==> config.mk <==
export PLATFORM = sky130hd
export DESIGN_NAME = instruction_prefetcher
export DESIGN_NICKNAME = d
export VERILOG_FILES = /design/src/rtl/instruction_prefetcher_pkg.sv /design/src/rtl/instruction_byte_queue.sv /design/src/rtl/instruction_prefetcher.sv
export SDC_FILE = /design/constraint.sdc
export NUM_CORES = 1
export LEC_CHECK = 0
export CORE_MARGIN = 8
export CORE_UTILIZATION = 59
export CTS_CLUSTER_SIZE = 40
export DETAILED_ROUTE_END_ITERATION = 8
export HOLD_SLACK_MARGIN = 0.05
export PLACE_DENSITY = 0.9
export SYNTH_ARGS = -nofsm -noshare
export SYNTH_HDL_FRONTEND = slang
export SYNTH_SLANG_ARGS = --single-unit
==> constraint.sdc <==
create_clock -name clk -period 5.8 [get_ports clk]
set_input_delay 1.45 -clock clk [delete_from_list [all_inputs] [get_ports clk]]
set_output_delay 1.45 -clock clk [all_outputs]
set_load 0.005 [all_outputs]
==> src/rtl/instruction_prefetcher_pkg.sv <==
// Shared types, derived-width helpers and byte selection for the instruction prefetcher.
package instruction_prefetcher_pkg;

  typedef enum logic [0:0] {
    ST_STREAM = 1'b0,
    ST_WAIT   = 1'b1
  } fetch_state_e;

  localparam int unsigned MAX_DATA_BITS = 1024;

  // Number of byte-offset bits in a PC for a given memory word width.
  function automatic int unsigned off_bits(input int unsigned data_bits);
    return $clog2(data_bits / 8);
  endfunction

  // Byte k of a word; the most significant byte sits at the lowest PC.
  function automatic logic [7:0] select_byte(input logic [MAX_DATA_BITS-1:0] word,
                                             input int unsigned bytes,
                                             input int unsigned k);
    logic [MAX_DATA_BITS-1:0] shifted;
    shifted = word >> (8 * (bytes - 1 - k));
    return shifted[7:0];
  endfunction

endpackage

==> src/rtl/instruction_byte_queue.sv <==
// Circular FIFO of {byte, pc} entries with flush and simultaneous push/pop.
module instruction_byte_queue #(
  parameter  int unsigned WIDTH    = 17,
  parameter  int unsigned DEPTH    = 4,
  localparam int unsigned PTR_BITS = $clog2(DEPTH),
  localparam int unsigned CNT_BITS = PTR_BITS + 1
) (
  input  logic                clk,
  input  logic                reset,
  input  logic                flush,
  input  logic                push,
  input  logic [WIDTH-1:0]    push_data,
  input  logic                pop,
  output logic [WIDTH-1:0]    head,
  output logic [CNT_BITS-1:0] count
);

  logic [WIDTH-1:0]    slots [DEPTH];
  logic [PTR_BITS-1:0] wr_ptr;
  logic [PTR_BITS-1:0] rd_ptr;

  // Entry storage; contents need no reset since count gates validity.
  always_ff @(posedge clk) begin
    if (push && !flush) slots[wr_ptr] <= push_data;
  end

  // Pointer and occupancy tracking; flush empties the queue outright.
  always_ff @(posedge clk) begin
    if (!reset || flush) begin
      wr_ptr <= '0;
      rd_ptr <= '0;
      count  <= '0;
    end else begin
      if (push) wr_ptr <= wr_ptr + PTR_BITS'(1);
      if (pop)  rd_ptr <= rd_ptr + PTR_BITS'(1);
      count <= count + CNT_BITS'(push) - CNT_BITS'(pop);
    end
  end

  assign head = slots[rd_ptr];

endmodule

==> src/rtl/instruction_prefetcher.sv <==
// Byte-stream instruction prefetcher: one-word line buffer feeding a byte queue.
module instruction_prefetcher
  import instruction_prefetcher_pkg::*;
#(
  parameter  int unsigned ADDR_BITS   = 8,
  parameter  int unsigned DATA_BITS   = 16,
  parameter  int unsigned QUEUE_DEPTH = 4,
  parameter  int unsigned RESET_PC    = 0,
  localparam int unsigned BYTES       = DATA_BITS / 8,
  localparam int unsigned OFF         = off_bits(DATA_BITS),
  localparam int unsigned PC_BITS     = ADDR_BITS + OFF
) (
  input  logic                 clk,
  input  logic                 reset,
  output logic [ADDR_BITS-1:0] programAddress,
  input  logic [DATA_BITS-1:0] programDataOut,
  input  logic                 redirect,
  input  logic [PC_BITS-1:0]   redirectPc,
  output logic                 instrValid,
  input  logic                 instrReady,
  output logic [7:0]           instruction,
  output logic [PC_BITS-1:0]   instrPc,
  output logic [PC_BITS-1:0]   fetchPc
);

  localparam int unsigned ENTRY_BITS = 8 + PC_BITS;
  localparam int unsigned CNT_BITS   = $clog2(QUEUE_DEPTH) + 1;

  fetch_state_e           state, state_next;
  logic [PC_BITS-1:0]     fetch_pc, fetch_pc_next;
  logic                   line_valid, line_valid_next;
  logic [ADDR_BITS-1:0]   line_addr, line_addr_next;
  logic [DATA_BITS-1:0]   line_data, line_data_next;
  logic [ADDR_BITS-1:0]   wait_addr, wait_addr_next;
  logic                   push;
  logic [7:0]             push_byte;
  logic [CNT_BITS-1:0]    count;
  logic                   hit, deq, space;
  int unsigned            byte_idx;

  assign programAddress = ADDR_BITS'(fetch_pc >> OFF);
  assign fetchPc        = fetch_pc;
  assign byte_idx       = 32'(fetch_pc % PC_BITS'(BYTES));
  assign hit            = line_valid && (line_addr == programAddress);
  assign instrValid     = (count != '0);
  assign deq            = instrValid && instrReady;
  assign space          = (count < CNT_BITS'(QUEUE_DEPTH)) || deq;

  // State register, fetch PC and line buffer.
  always_ff @(posedge clk) begin
    if (!reset) begin
      state      <= ST_STREAM;
      fetch_pc   <= PC_BITS'(RESET_PC);
      line_valid <= 1'b0;
      line_addr  <= '0;
      line_data  <= '0;
      wait_addr  <= '0;
    end else begin
      state      <= state_next;
      fetch_pc   <= fetch_pc_next;
      line_valid <= line_valid_next;
      line_addr  <= line_addr_next;
      line_data  <= line_data_next;
      wait_addr  <= wait_addr_next;
    end
  end

  // Next-state, line-buffer refill and enqueue decisions.
  always_comb begin
    state_next      = state;
    fetch_pc_next   = fetch_pc;
    line_valid_next = line_valid;
    line_addr_next  = line_addr;
    line_data_next  = line_data;
    wait_addr_next  = wait_addr;
    push            = 1'b0;
    push_byte       = select_byte(MAX_DATA_BITS'(line_data), BYTES, byte_idx);
    case (state)
      ST_STREAM: begin
        if (redirect) begin
          fetch_pc_next = redirectPc;
        end else if (space) begin
          // A full queue stalls here so no read is issued until room appears.
          if (hit) begin
            push          = 1'b1;
            fetch_pc_next = fetch_pc + PC_BITS'(1);
          end else begin
            wait_addr_next = programAddress;
            state_next     = ST_WAIT;
          end
        end
      end
      ST_WAIT: begin
        // The in-flight read always lands in the line buffer, even on redirect.
        line_valid_next = 1'b1;
        line_addr_next  = wait_addr;
        line_data_next  = programDataOut;
        push_byte       = select_byte(MAX_DATA_BITS'(programDataOut), BYTES, byte_idx);
        state_next      = ST_STREAM;
        if (redirect) begin
          fetch_pc_next = redirectPc;
        end else if (space) begin
          push          = 1'b1;
          fetch_pc_next = fetch_pc + PC_BITS'(1);
        end
      end
      default: state_next = ST_STREAM;
    endcase
  end

  instruction_byte_queue #(
    .WIDTH (ENTRY_BITS),
    .DEPTH (QUEUE_DEPTH)
  ) u_queue (
    .clk       (clk),
    .reset     (reset),
    .flush     (redirect),
    .push      (push),
    .push_data ({push_byte, fetch_pc}),
    .pop       (deq),
    .head      ({instruction, instrPc}),
    .count     (count)
  );

endmodule
---- Word-level counts from Yosys, hierarchy flattened ----
Memories as Yosys holds them, arrays and structs flattened. A register that Yosys moved wholly into a read port is not among the register bits.
Index checks and enable logic that the tools add are counted.
cells by class
  add/sub/neg operators ................... 6
  reduce and logical (&&, ||, !) cells .... 10
  order comparisons ....................... 1
  mux-type cells .......................... 21
  bitwise gates (word level) .............. 3
  equal/unequal tests ..................... 4
  shift-type cells ........................ 2
operator list
  operator                                                            number
  16-bit by 32-bit >> shifter with 8-bit output                       2
  9-bit 2-to-1 mux                                                    5
  9-bit one-hot mux with 2 select lines                               1
  1-bit 2-to-1 mux                                                    10
  9-bit by 1-bit adder with 9-bit output (second input constant)      1
  8-bit equality test                                                 1
  8-bit 2-to-1 mux                                                    1
  3-bit != test (second input constant)                               2
  2-bit by 1-bit adder with 2-bit output (second input constant)      2
  2-bit 2-to-1 mux                                                    2
  1-bit one-hot mux with 2 select lines                               2
  4-bit AND reduction                                                 1
  3-bit by 1-bit adder with 3-bit output                              1
  1-bit logical AND                                                   3
  3-bit < comparator (second input constant)                          1
  3-bit by 2-bit != test with 1-bit output (second input constant)    1
  1-bit inverter                                                      3
  3-bit AND reduction                                                 1
  3-bit nonzero test                                                  1
  3-bit by 1-bit subtractor with 3-bit output                         1
  1-bit logical NOT                                                   2
  1-bit logical OR                                                    2
  1-bit by 1-bit subtractor with 2-bit output (first input constant)  1
word-level totals
  bits of input ports ..................... 29
  flip-flop bits (word level) ............. 50
  memories kept ........................... 1
  word-level logic and storage cells ...... 57
  memory bits (writable) .................. 68
  output and inout port bits .............. 35
memory list
  name           words  width  rd ports  clocked after Yosys merged registers in  write ports  line                          text
  u_queue.slots  4      17     1         1                                        1            instruction_byte_queue.sv:18  logic [WIDTH-1:0] slots [DEPTH];

---- Logic depth before layout (Yosys ltp) ----
Gate-level depths: netlist of run 1.
  depth in word-level cells ............... 9
  depth in mapped cells ................... 12
  depth with buffers taken out ............ 10

---- Hierarchy ----
Synthesis of run 1 repeated with hierarchy kept, for this count alone.
unflattened totals
  cell total of the unflattened synthesis .. 347
  area, all modules ....................... 5,009.8 um2
modules (own cells, without submodules)
  module                  area each (um2)  cells an instance  sequential area each (um2)  times used
  instruction_byte_queue  2,939.1          134                2,222.1                     1
  instruction_prefetcher  2,070.7          213                860.8                       1

---- Worst setup path before layout of run 1 ----
OpenSTA, ideal clock, no wires.
  kind .................................... in2reg
  start ................................... in instrReady
  end ..................................... reg u_queue.count[2]
  library setup time ...................... 0.120 ns
  data arrival time ....................... 2.771 ns
  required time ........................... 5.680 ns
  stages .................................. 9
  buffers on the path ..................... 0
  path slack .............................. 2.909 ns
  cells stage by stage .................... and2_1 ha_1 inv_1 ha_1 inv_1 fa_1 xor2_1 xnor2_1 nor2_1
between the ends
  cells in the longest elaborated chain, start to end .. 7
  elaborated cells between the ends (all ways) .. 9
  those cells by class .................... add/sub (2); mux (5); reduce/logical (2)
RTL lines
  item                                           line                                                         text
  start, declared                                instruction_prefetcher.sv:20                                 input logic instrReady,
  1-bit logical AND *                            instruction_prefetcher.sv:46                                 assign deq = instrValid && instrReady;
  1-bit logical OR                               instruction_prefetcher.sv:47                                 assign space = (count < CNT_BITS'(QUEUE_DEPTH)) || deq;
  1-bit 2-to-1 mux, on equally long branches     instruction_prefetcher.sv:102, instruction_prefetcher.sv:82
  1-bit 2-to-1 mux, on equally long branches     instruction_prefetcher.sv:100, instruction_prefetcher.sv:80
  1-bit one-hot mux with 2 select lines          instruction_prefetcher.sv:78                                 case (state)
  3-bit by 1-bit adder with 3-bit output         instruction_byte_queue.sv:36                                 count <= count + CNT_BITS'(push) - CNT_BITS'(pop);
  3-bit by 1-bit subtractor with 3-bit output *  instruction_byte_queue.sv:36
  end signal, assigned                           instruction_byte_queue.sv:36
  end, declared                                  instruction_byte_queue.sv:15                                 output logic [CNT_BITS-1:0] count
Mark *: on every way between the ends. The rest lies on a longest branch, timed or not.
A chain may end at the register's enable or synchronous reset.

==> results.md, run 1 <==
* Run status: complete, no violations
* Avg Inst Size Synth at 14.09 um2
* Fillers at 462
* CP max-delay cell: dfxtp_1
* Psw at 0.5256 mW
* Root Buffer: clkbuf_8
* Synth Area in XOR/XNOR at 2.721%
* Gpl congestion at 0.8470
* I/O pins at 64
* Layout area overhead at 23.48%
* Clock sinks at 120
* Number of port buffers at 63
* CTS Buffer Depth at 2
* Stages on the worst setup path at 2
* Finished Cell Area at 0.006245 mm2
* Period utilisation layout at 71.79%
* Hold Vio Cnt, Final at 0
* Vias in the first global route at 3394
* Share of layout cells above drive strength 1 at 16.32%
* Die ar. at 0.01179 mm2
* Worst r2r src: fetchPc[6]$_SDFFE_PN0P_
* Largest net degree at the start of global routing at 35
* Most common cell after layout, fill and taps aside: edfxtp_1
* Post-synthesis mux area share at 15.88%
* GRT Overall Usage at 21.19%
* Main combinational cell family by area after synthesis: multiplexers
* Routed vias/inst at 6.152
* Flop-to-flop setup slack at 3060 ps
* Cell Chain, Critical Path: mux4_2 > clkdlybuf4s50_1
* Cell count after synthesis at 359
* Setup crit end: instruction[0]
* Multi-input logic area at 0.001792 mm2
* Area fraction in compound gates after synthesis at 5.715%
* Synth warnings at 0
* Initial Util at 61.24%
* Pleak at 2.122 nW
* Commonest cells after routing, fill and taps aside: 68 x edfxtp_1, 63 x clkdlybuf4s50_1, 51 x dfxtp_1, 34 x nor2_1, 25 x mux4_2
* Fmax at 240.2 MHz
* Avg WL per Cell at 22.34 um
* Adder-Cell Fraction of Synth Area at 2.128%
* Worst-case reg-to-reg path depth at 10
* PwrDens at 340.5 mW/mm2
* Hold_buf cts at 0
* Peak supply drop at 0.2198 mV
* Tightest Pin Transition at 1153 ps
* RSZ-0062 raised after global routing: no
* Cell Area, Synth at 0.005057 mm2
* Post-synth top area cell: edfxtp_1
* Top cell type's share of synthesized area at 40.38%
* Worst setup SP type: flip-flop
* Worst Skew at 10.43 ps
* Horiz. Die Dim at 108.6 um
* Critical path data arrival time at 2710 ps
* Post-CTS Setup Inserts at 0
* Largest delay share family, worst path: flip-flops
* RR Endpoint: u_queue.count[2]$_SDFF_PP0_
* Hold Path Class: reg -> reg
* Max FO, Critical Path at 17
* Antenna Cells at 0
* Synth Area in Simple Gates at 8.981%
* Num CTS Buffers at 17
* Core region area at 0.008258 mm2
* Register share of total power at 45.2%
* CTS tree: built
* Post-synth ARST share at 0%
* P_int at 1.600 mW
* Post-synthesis register bit count at 120
* Clk pin slew, worst setup/hold paths at 60 ps
* Switching Share at 24.72%
* CP peak stage delay at 1080 ps
* WL final at 11930 um
* Worst-Skew Late Latency at 520 ps
* Initial antenna violation count at 0
* Grt ovf at 0
* TNS Setup at 0 ps
* Register area at 0.003084 mm2
* Critical path buffers and inverters at 1
* Clk pwr share at 46.4%
* Critical path class: reg -> out
* Slew HR at 23.03%
* Worst setup EP type: output port
* Final setup violation count at 0
* Synthesized Nets at 396
* Fin crit period at 4164 ps
* Final #Nets at 453
* DRC Markers at 0
* Post-synth EDFFs at 68
* Max Slew Vio Count at 0
* Iteration count of the initial detailed-routing pass at 5
* Post-CTS sizing at 0
* First-pass GRT wire length at 18610 um
* Post-route ant nets at 0
* WP data required at 4350 ps
* Post-DP Area at 0.005683 mm2
* Die H at 108.6 um
* Vias after detailed routing at 3285
* Yosys cell types at 44
* Max-cap violations at 0
* 1st-iter DRT viols at 364
* Sequential area share after synthesis at 60.96%
* Top post-synthesis cells by area: edfxtp_1 40%, dfxtp_1 21%, mux4_2 11%
* Comb pwr share at 8.4%
* HPWL after detailed placement at 7063 um
* Top_reg_cell synth: edfxtp_1
* H-tree depth at 4
* Row count at 33
[cells in the mapped netlist (2+ instances only)]
library cell  number
edfxtp_1          68
dfxtp_1           52
nor2_1            34
mux4_2            25
mux2i_1           24
nand2_1           19
o21ai_0           16
nand3_1           11
xnor2_1           10
buf_4              9
buf_2              8
clkbuf_1           8
a21oi_1            7
ha_1               7
inv_1              7
a31oi_1            4
and3_2             4
nand4_1            4
o31ai_1            4
or4_1              4
and2_1             3
nor3_1             3
and3_1             2
nand2b_1           2
o21ai_1            2
or3_1              2
xnor2_2            2
xor2_1             2
[cell type report]
cell class | instances | area share [%]
flip-flops and latches | 120 | 49.39
clock buffers | 18 | 6.692
well taps | 105 | 2.104
multi-input cells | 204 | 28.69
clock inverters | 14 | 2.304
inverters | 8 | 0.4809
repair buffers | 65 | 10.34
[power by group through the flow]
stage	registers [mW]	logic (mW)	clock network, mW
after detailed placement	0.976	0.173	0
after global placement	0.974	0.167	0
after global routing	0.963	0.192	1.03
final	0.961	0.179	0.987
after CTS	0.960	0.179	0.994
after floorplan	0.961	0.111	0
[per-layer routing]
layer	vias to the layer above	track usage (%)	share of wire [%]	wire length, um
met4	0	10.36	2.4	284
met5	-	0	0	0
met3	27	4.997	7.0	830
li1	1461	-	-	-
met2	167	36.70	53	6378
met1	1630	24.14	37	4439
[tightest hold or removal path, stage by stage, from the launching register on]
cell and delay [ps]:
dfxtp_1 310, nand2_1 50, o21ai_1 50
[through the flow]
step / hold slack (ps) / power (mW) / util, % / std cells / setup WS [ps]
2_1_floorplan: 428.1 / 1.073 / - / 359 / 2909
3_3_place_gp: 436.3 / 1.140 / 68.82 / 502 / 2153
3_5_place_dp: 444.4 / 1.149 / 68.82 / 502 / 2086
4_1_cts: 452.6 / 2.133 / 75.62 / 534 / 1532
5_1_grt: 482.4 / 2.184 / 75.62 / 534 / 1418
6_report: 448.5 / 2.126 / 75.62 / 534 / 1636
[flip-flops by register name, indices dropped and copies added (netlist names), named ones only]
signal,flops
fetchPc,9
line_addr,8
line_data,16
line_valid,1
state,1
u_queue.count,3
u_queue.rd_ptr,2
u_queue.slots,68
u_queue.wr_ptr,2
wait_addr,8
[worst min-delay path by stage]
stage | start | end | slack [ps] | depth (start not counted)
CTS | wait_addr[6]$_SDFFE_PN0P_ | wait_addr[6]$_SDFFE_PN0P_ | 450 | 2
global placement | wait_addr[7]$_SDFFE_PN0P_ | wait_addr[7]$_SDFFE_PN0P_ | 440 | 2
finish | wait_addr[7]$_SDFFE_PN0P_ | wait_addr[7]$_SDFFE_PN0P_ | 450 | 2
global route | wait_addr[7]$_SDFFE_PN0P_ | wait_addr[7]$_SDFFE_PN0P_ | 480 | 2
detailed placement | wait_addr[6]$_SDFFE_PN0P_ | wait_addr[6]$_SDFFE_PN0P_ | 440 | 2
floorplan | wait_addr[6]$_SDFFE_PN0P_ | wait_addr[6]$_SDFFE_PN0P_ | 430 | 2
[logic make-up (layout without fill, tap and decap cells)]
group,count (synthesis),count (layout)
AOI/OAI and AO/OA,40,40
buffers and inverters,35,105
DFF,120,120
xor gates and xnor gates,14,14
adders and majority gates,8,8
and+or+nand+nor,93,93
muxes,49,49
No activity file was read; power rests on OpenSTA's default activity.
==> inputs of run 2 (changes only) <==
--- a/config.mk
+++ b/config.mk
@@ -6,11 +6,11 @@
 export NUM_CORES = 1
 export LEC_CHECK = 0
 export CORE_MARGIN = 8
-export CORE_UTILIZATION = 59
+export CORE_UTILIZATION = 55
 export CTS_CLUSTER_SIZE = 40
 export DETAILED_ROUTE_END_ITERATION = 8
 export HOLD_SLACK_MARGIN = 0.05
-export PLACE_DENSITY = 0.9
+export PLACE_DENSITY = 0.85
 export SYNTH_ARGS = -nofsm -noshare
 export SYNTH_HDL_FRONTEND = slang
 export SYNTH_SLANG_ARGS = --single-unit
==> constraint.sdc (replaced) <==
create_clock -name clk -period 3.91 [get_ports clk]
set_input_delay 0.9775 -clock clk [delete_from_list [all_inputs] [get_ports clk]]
set_output_delay 0.9775 -clock clk [all_outputs]
set_load 0.005 [all_outputs]
==> run 2 against run 1 <==
  * Setup slack got worse by 970 ps
  * Via count is 1.7% lower
  * Power rose by 53%
  * Register-to-register slack got worse by 1900 ps
  * Largest cell class unchanged
  * Largest power group unchanged
  * Highest routed layer unchanged
==> results.md, run 2 (synthesized netlist as in run 1, its figures left out) <==
* Worst setup EP type: output port
* PwrDens at 514.6 mW/mm2 (+51%)
* Final Core Density at 69.79% (-5.8 points)
* Layout area overhead at 25.09%
* Share of layout cells above drive strength 1 at 17.09% (+0.77 points)
* Critical path class: reg -> out
* Worst-case reg-to-reg path depth at 10 (unchanged)
* WP data required at 2930 ps (-1420 ps)
* Post-CTS Setup Inserts at 0 (unchanged)
* Final #Nets at 457 (+0.88%)
* TNS Setup at 0 ps (unchanged)
* HPWL after detailed placement at 7002 um (-0.86%)
* Register area at 0.003084 mm2 (unchanged)
* Tightest Pin Transition at 812.5 ps (-340.5 ps)
* Worst-Skew Late Latency at 510 ps (about the same)
* Max FO, Critical Path at 17 (unchanged)
* Commonest cells after routing, fill and taps aside: 68 x edfxtp_1, 63 x clkdlybuf4s50_1, 51 x dfxtp_1, 34 x nor2_1, 25 x mux4_2
* Hold Vio Cnt, Final at 0 (unchanged)
* Initial Util at 55.79% (-5.5 points)
* Fin crit period at 3239 ps
* Row count at 35 (+6.1%)
* Grt ovf at 0 (unchanged)
* Num CTS Buffers at 17 (unchanged)
* Critical path data arrival time at 2260 ps (-450 ps)
* Clock sinks at 120 (unchanged)
* I/O pins at 64 (unchanged)
* Gpl congestion at 0.8242 (-2.7%)
* H-tree depth at 4 (unchanged)
* Flop-to-flop setup slack at 1160 ps (-1900 ps)
* Max-cap violations at 0 (unchanged)
* RR Endpoint: u_queue.count[2]$_SDFF_PP0_
* Period utilisation layout at 82.85%
* Iteration count of the initial detailed-routing pass at 4 (-1)
* Most common cell after layout, fill and taps aside: edfxtp_1
* DRC Markers at 0 (unchanged)
* Vias after detailed routing at 3229 (-1.7%)
* Largest net degree at the start of global routing at 34 (-2.9%)
* Die H at 111.9 um (+3.0%)
* Core region area at 0.009065 mm2 (+9.8%)
* Avg WL per Cell at 20.26 um (-9.3%)
* RSZ-0062 raised after global routing: no
* Max Slew Vio Count at 0 (unchanged)
* HP Start: wait_addr[6]$_SDFFE_PN0P_
* Horiz. Die Dim at 111.9 um (+3.0%)
* Root Buffer: clkbuf_8
* Top reg by flops: u_queue.slots
* Die ar. at 0.01252 mm2 (+6.2%)
* Slew HR at 45.76% (+23 points)
* Routed vias/inst at 5.936 (-3.5%)
* Pleak at 2.157 nW (+1.6%)
* Setup crit end: instruction[6]
* Peak supply drop at 0.4090 mV (+86%)
* First-pass GRT wire length at 17850 um (-4.1%)
* Clk pin slew, worst setup/hold paths at 60 ps (about the same)
* Final setup violation count at 0 (unchanged)
* Worst setup SP type: flip-flop
* Number of flip-flops under the largest register name at 68 (unchanged)
* Antenna Cells at 0 (unchanged)
* Run status: complete, no violations
* Vias in the first global route at 3362 (-0.94%)
* Worst r2r src: fetchPc[5]$_SDFFE_PN0P_
* Number of port buffers at 63 (unchanged)
* Fillers at 569 (+23%)
* GRT Overall Usage at 18.52% (-2.7 points)
* CTS Buffer Depth at 2 (unchanged)
* CTS tree: built
* 1st-iter DRT viols at 175 (-52%)
* WL final at 11020 um (-7.7%)
* Worst Skew at 8.748 ps (-1.685 ps)
* Post-CTS sizing at 0 (unchanged)
* Initial antenna violation count at 0 (unchanged)
* Hold slack at 463.7 ps (+15.17 ps)
* Hold_buf cts at 0 (unchanged)
* Post-route ant nets at 0 (unchanged)
* Hold Path Class: reg -> reg
* Fmax at 308.7 MHz
* Multi-input logic area at 0.001792 mm2 (unchanged)
[run 2: cell types whose count changed in the layout (fill, tap and decap cells not counted)]
cell        change
bufinv_16       +2
buf_4           +4
inv_6           -2
clkinv_2        +2
clkinvlp_4      +3
clkinv_4        -7
inv_8           -1
clkbuf_8        +3
[run 2: metrics by stage]
step | cell area (um2) | worst slack, ps | std cells | total power, mW
after floorplan | 5057 | 1491 | 359 | 1.591
final | 6326 | 670.7 | 544 | 3.255
after CTS | 6326 | 635.4 | 544 | 3.270
after detailed placement | 5720 | 737.4 | 512 | 1.710
after global placement | 5720 | 823.1 | 512 | 1.697
after global routing | 6326 | 562.4 | 544 | 3.356
[run 2: area by class of cell]
type                            count  share of cell area [%]
Sequential cell                   120                   48.75
Multi-Input combinational cell    204                   28.32
Timing Repair Buffer               69                   10.68
Clock buffer                       21                   7.259
Clock inverter                     11                   2.314
Tap cell                          111                   2.195
Inverter                            8                  0.4747
[run 2: worst min path at each step]
stage                     cells after the start                        end  slack (ps)
final                                         2  wait_addr[6]$_SDFFE_PN0P_         460
after global routing                          2  wait_addr[6]$_SDFFE_PN0P_         480
after CTS                                     2  wait_addr[6]$_SDFFE_PN0P_         460
after detailed placement                      2  wait_addr[6]$_SDFFE_PN0P_         450
after global placement                        2  wait_addr[6]$_SDFFE_PN0P_         440
after floorplan                               2  wait_addr[6]$_SDFFE_PN0P_         430
[run 2: routing by layer]
metal | share of wire [%] | vias up | track usage [%] | routed length (um)
met5 | 0 | - | 0 | 0
met4 | 2.1 | 0 | 8.295 | 236
met3 | 5.4 | 23 | 5.032 | 596
met2 | 51 | 131 | 31.10 | 5639
met1 | 41 | 1613 | 21.79 | 4546
li1 | - | 1462 | - | -
[run 2: where the power goes]
group / switching (mW) / leakage (nW) / internal, mW
registers: 0.0344 / 1.05 / 1.38
clock network: 0.545 / 0.283 / 1.02
logic: 0.135 / 0.824 / 0.143
total: 0.715 / 2.16 / 2.54
[run 2: worst max-delay path, stage by stage, from the launching register on]
cell and delay, ps:
dfxtp_1 850, mux4_2 420, clkdlybuf4s50_1 480
==> inputs of run 3 (changes only) <==
==> constraint.sdc (replaced) <==
create_clock -name clk -period 3.2 [get_ports clk]
set_input_delay 0.8 -clock clk [delete_from_list [all_inputs] [get_ports clk]]
set_output_delay 0.8 -clock clk [all_outputs]
set_load 0.005 [all_outputs]
==> run 3 against run 2 <==
  * Power increased by 21%
  * Register-to-register slack got worse by 600 ps
  * Via count decreased by 2.7%
  * Critical path type unchanged
  * Largest cell class unchanged
==> results.md, run 3 (synthesized netlist as in run 1, its figures left out) <==
* Post-route ant nets at 0 (unchanged)
* Critical path data arrival time at 2230 ps (-30 ps)
* PwrDens at 619.8 mW/mm2 (+20%)
* GRT Overall Usage at 17.88% (-0.64 points)
* TNS Setup at 0 ps (unchanged)
* Num CTS Buffers at 17 (unchanged)
* Max-cap violations at 0 (unchanged)
* Final setup violation count at 0 (unchanged)
* Post-CTS sizing at 0 (unchanged)
* Fillers at 563 (-1.1%)
* Tightest Pin Transition at 694.6 ps (-117.9 ps)
* Vias after detailed routing at 3143 (-2.7%)
* Routed vias/inst at 5.684 (-4.2%)
* Clk pin slew, worst setup/hold paths at 60 ps (about the same)
* First-pass GRT wire length at 16940 um (-5.1%)
* Flop-to-flop setup slack at 560 ps (-600 ps)
* Initial antenna violation count at 0 (unchanged)
* Antenna Cells at 0 (unchanged)
* Max FO, Critical Path at 17 (unchanged)
* Core region area at 0.009065 mm2 (unchanged)
* Clock sinks at 120 (unchanged)
* Share of layout cells above drive strength 1 at 18.78% (+1.7 points)
* I/O pins at 64 (unchanged)
* Post-CTS Setup Inserts at 0 (unchanged)
* Hold slack at 448.2 ps (-15.48 ps)
* Layout area overhead at 26.15%
* H-tree depth at 4 (unchanged)
* Gpl congestion at 0.8310 (+0.83%)
* Worst-case reg-to-reg path depth at 10 (unchanged)
* Hold_buf cts at 0 (unchanged)
* Root Buffer: clkbuf_8
* Final #Nets at 466 (+2.0%)
* Grt ovf at 0 (unchanged)
* RR Endpoint: u_queue.count[2]$_SDFF_PP0_
* HPWL after detailed placement at 7002 um (about the same)
* 1st-iter DRT viols at 209 (+19%)
* Worst setup SP type: flip-flop
* Peak supply drop at 0.4870 mV (+19%)
* Largest net degree at the start of global routing at 35 (+2.9%)
* Initial Util at 55.79% (unchanged)
* Max Slew Vio Count at 0 (unchanged)
* Commonest cells after routing, fill and taps aside: 68 x edfxtp_1, 63 x clkdlybuf4s50_1, 51 x dfxtp_1, 34 x nor2_1, 25 x mux4_2
* Top reg by flops: u_queue.slots
* Pleak at 2.199 nW (+1.9%)
* WL final at 10710 um (-2.8%)
* Fmax at 329.8 MHz
* Worst-Skew Late Latency at 520 ps (about the same)
* DRC Markers at 0 (unchanged)
* Die ar. at 0.01252 mm2 (unchanged)
* Period utilisation layout at 94.76%
* Number of flip-flops under the largest register name at 68 (unchanged)
* Slew HR at 53.69% (+7.9 points)
* CTS Buffer Depth at 2 (unchanged)
* Hold Vio Cnt, Final at 0 (unchanged)
* Vias in the first global route at 3223 (-4.1%)
* Fin crit period at 3032 ps
* Setup crit end: instrPc[8]
* Worst r2r src: fetchPc[7]$_SDFFE_PN0P_
* Critical path class: reg -> out
* Die H at 111.9 um (unchanged)
* Avg WL per Cell at 19.37 um (-4.4%)
* Number of port buffers at 63 (unchanged)
* Row count at 35 (unchanged)
* Most common cell after layout, fill and taps aside: edfxtp_1
* Worst setup EP type: output port
* RSZ-0062 raised after global routing: no
* Hold Path Class: reg -> reg
* Horiz. Die Dim at 111.9 um (unchanged)
* Placed cell count at 521 (+1.8%)
* WP data required at 2400 ps (-530 ps)
* Iteration count of the initial detailed-routing pass at 5 (+1)
* Worst Skew at 8.296 ps (-0.4516 ps)
* CTS tree: built
* Run status: complete, no violations
* Layout Cells excl Fill at 553 (+1.7%)
## run 3: critical path: stages, from the launching register on
cell and delay [ps]:
dfxtp_1 320, buf_4 320, mux4_2 590, clkdlybuf4s50_1 470
## run 3: metrics by stage
step	power (mW)	utilization [%]	worst slack, ps	area, um2
floorplan	1.944	-	869.0	5057
global placement	2.086	63.85	444.0	5788
detailed placement	2.100	63.85	350.7	5788
CTS	3.971	70.38	113.7	6380
global route	4.072	70.38	56.08	6380
finish	3.954	70.38	167.7	6380
## run 3: worst min path at each step
stage | from | slack (ps) | cells after the start | endpoint
3_5_place_dp | wait_addr[7]$_SDFFE_PN0P_ | 440 | 2 | wait_addr[7]$_SDFFE_PN0P_
3_3_place_gp | wait_addr[7]$_SDFFE_PN0P_ | 440 | 2 | wait_addr[7]$_SDFFE_PN0P_
6_report | wait_addr[7]$_SDFFE_PN0P_ | 450 | 2 | wait_addr[7]$_SDFFE_PN0P_
2_1_floorplan | wait_addr[6]$_SDFFE_PN0P_ | 430 | 2 | wait_addr[6]$_SDFFE_PN0P_
4_1_cts | wait_addr[7]$_SDFFE_PN0P_ | 450 | 2 | wait_addr[7]$_SDFFE_PN0P_
5_1_grt | wait_addr[0]$_SDFFE_PN0P_ | 480 | 2 | wait_addr[0]$_SDFFE_PN0P_
## run 3: power by group
part / switching (mW) / internal, mW / leakage, nW
Sequential: 0.0268 / 1.68 / 1.05
Clock: 0.693 / 1.19 / 0.278
Combinational: 0.178 / 0.184 / 0.870
## run 3: area by class of cell
cell class | instances | area [um2] | area share [%]
Clock buffer | 18 | 417.9 | 6.550
Clock inverter | 14 | 173.9 | 2.726
Inverter | 8 | 30.03 | 0.4707
Multi-Input combinational cell | 204 | 1792 | 28.08
Sequential cell | 120 | 3084 | 48.34
Tap cell | 111 | 138.9 | 2.177
Timing Repair Buffer | 78 | 743.2 | 11.65
## run 3: per-layer routing
metal | part of all wire [%] | wire [um] | GRT usage [%]
met4 | 2.4 | 259 | 9.116
met5 | 0 | 0 | 0
met1 | 40 | 4261 | 19.70
met2 | 52 | 5542 | 30.37
met3 | 6.1 | 650 | 5.844
